--- src/rtl/adder_tree_pipe_if.sv ---
// Operand/result handshake bundle for adder_tree_pipe.
//   in_data/in_signed/in_valid -> in_ready   : operand side (producer drives)
//   out_data/out_signed/out_valid <- out_ready : result side (consumer drives out_ready)
// slave is the adder side, master the producer/consumer side.
interface adder_tree_pipe_if #(
  parameter int WIDTH = 8,
  parameter int N_IN  = 8
);
  localparam int OW = WIDTH + $clog2(N_IN);

  logic [N_IN*WIDTH-1:0] in_data;
  logic                  in_signed;
  logic                  in_valid;
  logic                  in_ready;
  logic [OW-1:0]         out_data;
  logic                  out_signed;
  logic                  out_valid;
  logic                  out_ready;

  modport master (
    output in_data, in_signed, in_valid, out_ready,
    input  in_ready, out_data, out_signed, out_valid
  );

  modport slave (
    input  in_data, in_signed, in_valid, out_ready,
    output in_ready, out_data, out_signed, out_valid
  );
endinterface

--- src/rtl/adder_tree_pipe.sv ---
// Fully pipelined adder tree: sums N_IN operands of WIDTH bits into an exact
// OW-bit result, one register level per tree level, valid/ready with stall.
//   clk  : clock, rising edge
//   rst  : synchronous active-high reset
//   bus  : adder_tree_pipe_if.slave (operands in, sum out)
// Operands are extended to the full result width at the leaves; since the true
// sum always fits in OW bits, every partial sum computed modulo 2^OW is exact.

// One tree level: registers the pairwise sums of the previous level plus the
// valid and signed bits that travel with them.
module adder_tree_lvl #(
  parameter int N_OUT = 1,
  parameter int OW    = 9
) (
  input  logic                        clk,
  input  logic                        rst,
  input  logic                        en,
  input  logic                        vi,
  input  logic                        si,
  input  logic [2*N_OUT-1:0][OW-1:0]  a,
  output logic                        vo,
  output logic                        so,
  output logic [N_OUT-1:0][OW-1:0]    s
);
  logic [N_OUT-1:0][OW-1:0] sum;

  for (genvar i = 0; i < N_OUT; i++) begin : g_pair
    assign sum[i] = a[2*i] + a[2*i+1];
  end

  // Data and signed bit only load for valid entries, so bubbles never
  // disturb the held output value.
  always_ff @(posedge clk) begin
    if (rst) begin
      vo <= 1'b0;
      so <= 1'b0;
      s  <= '0;
    end else if (en) begin
      vo <= vi;
      if (vi) begin
        so <= si;
        s  <= sum;
      end
    end
  end
endmodule

module adder_tree_pipe #(
  parameter int WIDTH  = 8,
  parameter int N_IN   = 8,
  parameter int LEVELS = $clog2(N_IN),
  parameter int OW     = WIDTH + LEVELS
) (
  input  logic             clk,
  input  logic             rst,
  adder_tree_pipe_if.slave bus
);
  logic                     en;
  logic [LEVELS:0]          vld_pipe;
  logic [LEVELS:0]          sgn_pipe;
  logic [N_IN-1:0][OW-1:0]  leaf;
  // Internal nodes in heap order: level l occupies [(N_IN>>l)-1 +: N_IN>>l],
  // so node[0] is the root and each level's children sit contiguously below.
  logic [N_IN-2:0][OW-1:0]  node;

  // Whole pipeline moves in lockstep; it only freezes when the final
  // stage holds a result the consumer is not taking.
  assign en           = !vld_pipe[LEVELS] || bus.out_ready;
  assign bus.in_ready = en && !rst;
  assign vld_pipe[0]  = bus.in_valid && bus.in_ready;
  assign sgn_pipe[0]  = bus.in_signed;

  for (genvar k = 0; k < N_IN; k++) begin : g_leaf
    logic [WIDTH-1:0] op;
    assign op      = bus.in_data[k*WIDTH +: WIDTH];
    assign leaf[k] = {{(OW-WIDTH){bus.in_signed & op[WIDTH-1]}}, op};
  end

  for (genvar l = 1; l <= LEVELS; l++) begin : g_lvl
    localparam int N = N_IN >> l;
    logic [2*N-1:0][OW-1:0] a;

    if (l == 1) begin : g_first
      assign a = leaf;
    end else begin : g_inner
      assign a = node[2*N-1 +: 2*N];
    end

    adder_tree_lvl #(.N_OUT(N), .OW(OW)) u_lvl (
      .clk (clk),
      .rst (rst),
      .en  (en),
      .vi  (vld_pipe[l-1]),
      .si  (sgn_pipe[l-1]),
      .a   (a),
      .vo  (vld_pipe[l]),
      .so  (sgn_pipe[l]),
      .s   (node[N-1 +: N])
    );
  end

  assign bus.out_valid  = vld_pipe[LEVELS];
  assign bus.out_signed = sgn_pipe[LEVELS];
  assign bus.out_data   = node[0];
endmodule

--- src/flat_wrapper.sv ---
// flat-port wrapper written by rule: the top's interface ports become plain ports
module adder_tree_pipe_flat 
#(
  parameter int WIDTH  = 8,
  parameter int N_IN   = 8,
  parameter int LEVELS = $clog2(N_IN),
  parameter int OW     = WIDTH + LEVELS
)
  (clk, rst, bus_in_data, bus_in_signed, bus_in_valid, bus_out_ready, bus_in_ready, bus_out_data, bus_out_signed, bus_out_valid);
  adder_tree_pipe_if #(.WIDTH(WIDTH), .N_IN(N_IN)) bus_i ();
  input  logic clk;
  input  logic rst;
  input wire logic [$bits(bus_i.in_data)-1:0] bus_in_data;
  input wire logic [$bits(bus_i.in_signed)-1:0] bus_in_signed;
  input wire logic [$bits(bus_i.in_valid)-1:0] bus_in_valid;
  input wire logic [$bits(bus_i.out_ready)-1:0] bus_out_ready;
  output wire logic [$bits(bus_i.in_ready)-1:0] bus_in_ready;
  output wire logic [$bits(bus_i.out_data)-1:0] bus_out_data;
  output wire logic [$bits(bus_i.out_signed)-1:0] bus_out_signed;
  output wire logic [$bits(bus_i.out_valid)-1:0] bus_out_valid;
  assign bus_i.in_data = bus_in_data;
  assign bus_i.in_signed = bus_in_signed;
  assign bus_i.in_valid = bus_in_valid;
  assign bus_i.out_ready = bus_out_ready;
  assign bus_in_ready = bus_i.in_ready;
  assign bus_out_data = bus_i.out_data;
  assign bus_out_signed = bus_i.out_signed;
  assign bus_out_valid = bus_i.out_valid;
  adder_tree_pipe #(.WIDTH(WIDTH), .N_IN(N_IN), .LEVELS(LEVELS), .OW(OW)) u_core (.clk(clk), .rst(rst), .bus(bus_i));
endmodule
--- config.mk ---
export PLATFORM = sky130hd
export DESIGN_NAME = adder_tree_pipe_flat
export DESIGN_NICKNAME = d
export VERILOG_FILES = /design/src/rtl/adder_tree_pipe_if.sv /design/src/rtl/adder_tree_pipe.sv /design/src/flat_wrapper.sv
export SDC_FILE = /design/constraint.sdc
export NUM_CORES = 1
export LEC_CHECK = 0
export ABC_AREA = 1
export ABC_CLOCK_PERIOD_IN_PS = 1900
export CAP_MARGIN = 10
export CORE_ASPECT_RATIO = 0.7
export CORE_MARGIN = 4
export CORE_UTILIZATION = 39
export CTS_BUF_LIST = sky130_fd_sc_hd__clkbuf_16
export CTS_CLUSTER_SIZE = 20
export DETAILED_ROUTE_END_ITERATION = 7
export HOLD_SLACK_MARGIN = 0.02
export PLACE_DENSITY = 0.63
export SYNTH_ARGS = -nofsm -noshare
export SYNTH_HDL_FRONTEND = slang
export SYNTH_SLANG_ARGS = --single-unit
--- constraint.sdc ---
create_clock -name clk -period 1.9 [get_ports clk]
set_input_delay 0.285 -clock clk [delete_from_list [all_inputs] [get_ports clk]]
set_output_delay 0.285 -clock clk [all_outputs]
set_load 0.02 [all_outputs]
==> results.py <==
metrics = {
    "outcome": {
        "status": "completed",
    },
    "global_route": {
        "grt_pass1_wl_um": 26500,
        "grt_antenna_before_repair": 0,
        "grt_pass1_vias": 5876,
        "grt_remaining_overflow": 0,
        "grt_max_degree": 41,
        "track_usage_pct": 17.3,
    },
    "timing": {
        "final_hold_viol_count": 0,
        "fmax_mhz": 545,
        "max-slew-margin-rel_pct": 77.7,
        "whs_ns": 0.471,
        "skew_ns": 0.00853,
        "post-route-period-util_pct": 96.6,
        "setup_viol": 0,
        "period_needed_ns": 1.84,
        "rsz0062_at_grt": "false",
        "finalMaxSlewViolations": 0,
        "setup_ws_ns": 0.0648,
        "worstMarginPinSlew_ns": 0.335,
    },
    "power": {
        "p_leak_nw": 4.32,
        "peakVddDrop_v": 0.000385,
        "powerDensity_mw_per_mm2": 686,
        "total_power_mw": 5.52,
    },
    "logic_synthesis": {
        "yosysSeqAreaShare_pct": 25.4,
        "ys_warn_count": 0,
        "syn_inst": 996,
        "ys_seq_elements": 79,
        "syn-num-nets": 1138,
        "syn_avg_cell_area_um2": 6.25,
        "yosys.cell_types.count": 26,
        "synth.cell_area_mm2": 0.00622,
    },
    "placement": {
        "dp_hpwl_um": 12000,
        "place_ws_ns": -0.251,
        "port_buffers": 82,
        "dpl_cell_area_mm2": 0.00769,
        "place_congestion": 0.894,
    },
    "floorplanning": {
        "rows": 38,
        "start_util_pct": 40.0,
        "dieArea_mm2": 0.0181,
        "pin_count": 83,
        "die_h_um": 114,
        "core_region_area_mm2": 0.0155,
        "fp.dieW_um": 159,
    },
    "cts": {
        "path_clk_slew_ns": 0.06,
        "cts.path.max_buffers": 2,
        "cts_tree": "built",
        "root_buffer": "clkbuf_16",
        "cts_sinks": 79,
        "clock_latency_ns": 0.34,
        "h-tree-depth": 3,
        "cts_inserted_buffers": 9,
    },
    "cells_and_area": {
        "antenna_cells": 0,
        "drive_gt1_share_pct": 7.54,
        "design_area_mm2": 0.00804,
        "mostFrequentLayoutCells": "nand2_1, inv_1, nor2_1, nand3_1, clkdlybuf4s50_1",
        "synthToLayoutAreaGrowth_pct": 29.3,
        "final_nets": 1265,
        "nFillCells": 1575,
        "layout.cells.most_common": "nand2_1",
    },
    "drt": {
        "viasPerCell": 4.73,
        "drc_errors": 0,
        "drt_iter0_markers": 368,
        "drtPass1Iterations": 5,
        "routed_wl_um": 15100,
        "vias": 6282,
        "wl_per_cell_um": 11.4,
        "postRouteAntennaNets": 0,
    },
    "critical_path": {
        "start_kind": "primary input",
        "cp-startpoint": "rst",
        "rr_startpoint": "u_core.g_lvl[1].u_lvl.s[0]",
        "reg2reg_depth": 9,
        "arrival_ns": 1.55,
        "r2r_end": "u_core.g_lvl[2].u_lvl.s[8]",
        "cp-end-kind": "output port",
        "required_ns": 1.62,
        "critPathKind": "primary input to output port",
        "regToRegSetupSlack_ns": 0.15,
        "path_max_fanout": 2,
    },
    "min_path": {
        "holdPathStages": 2,
        "min_to": "u_core.g_lvl[1].u_lvl.s[33]",
        "hold_start": "u_core.g_lvl[1].u_lvl.s[33]",
        "hp-class": "flip-flop to flip-flop",
    },
    "job": {
        "drv_cap": 0,
    },
}
==> report_power, final <==
part | internal, mW | switching [mW]
registers | 1.81 | 0.101
clock network | 1.15 | 0.706
logic | 0.797 | 0.948
total | 3.76 | 1.76
==> timing repair <==
item	CTS	global route
buffers inserted	0	0
resized for setup	0	7
setup endpoints to repair	0	15
hold buffers	0	0
==> cell families (layout without fill, tap and decap cells) <==
group | Yosys count | in the layout | share of synthesized area [%]
compound gates | 113 | 113 | 9.69
xor+xnor | 22 | 22 | 3.10
fa+ha+maj | 73 | 73 | 15.5
buf+inv | 174 | 306 | 11.0
flops | 79 | 79 | 25.4
simple gates | 535 | 535 | 35.3
==> worst max-delay path: stages <==
cell and delay, ns:
clkdlybuf4s50_1 0.50, nor2_4 0.15, clkdlybuf4s50_1 0.61
==> cells in the mapped netlist <==
master	number	share of area, %
nand2_1	304	18
inv_1	149	9.0
nor2_1	112	6.8
nand3_1	102	8.2
dfxtp_1	79	25
ha_1	66	13
a21oi_1	55	4.4
o21ai_0	29	2.3
buf_2	17	1.4
o21ai_1	14	1.1
xor2_1	14	2.0
nand4_1	10	1.0
xnor2_1	8	1.1
fa_1	7	2.3
o21bai_1	6	0.72
a21o_1	4	0.48
o21a_1	4	0.48
clkbuf_1	3	0.18
nand3b_1	3	0.36
buf_1	2	0.12
inv_2	2	0.12
nor2_4	2	0.36
buf_6	1	0.18
nand2_4	1	0.18
nor2_2	1	0.10
o31ai_1	1	0.12
==> worst max-delay path by stage <==
stage	endpoint
floorplan	u_core.g_lvl[2].u_lvl.s[8]
global placement	u_core.g_lvl[1].u_lvl.s[39]
detailed placement	u_core.g_lvl[1].u_lvl.s[39]
CTS	bus_in_ready
global route	u_core.g_lvl[1].u_lvl.s[8]
finish	bus_in_ready
==> metal layers <==
metal / track usage (%) / share of wire (%) / vias to the layer above
li1: - / - / 3415
met1: 24.9 / 55 / 2720
met2: 27.4 / 40 / 135
met3: 3.11 / 4.2 / 12
met4: 3.53 / 0.93 / 0
met5: 0 / 0 / -
==> layout make-up <==
cell class | instances | area, µm² | area share (%)
Tap cell | 200 | 250 | 3.11
Multi-Input combinational cell | 743 | 3990 | 49.5
Sequential cell | 79 | 1580 | 19.7
Clock buffer | 9 | 225 | 2.80
Clock inverter | 7 | 97.6 | 1.21
Timing Repair Buffer | 139 | 1340 | 16.6
Inverter | 151 | 567 | 7.05
==> through the flow <==
stage	setup TNS, ns	util (%)	instances
finish	0	51.7	1328
detailed placement	-3.17	49.5	1312
global placement	-2.59	49.5	1312
global route	0	51.7	1328
floorplan	0	-	996
CTS	0	51.6	1328
==> registers in the layout (all words and copies together), names as in the netlist <==
signal                 cells
u_core.g_lvl.u_lvl.so      3
u_core.g_lvl.u_lvl.s      73
u_core.g_lvl.u_lvl.vo      3
(Power assumes the default switching activity.)
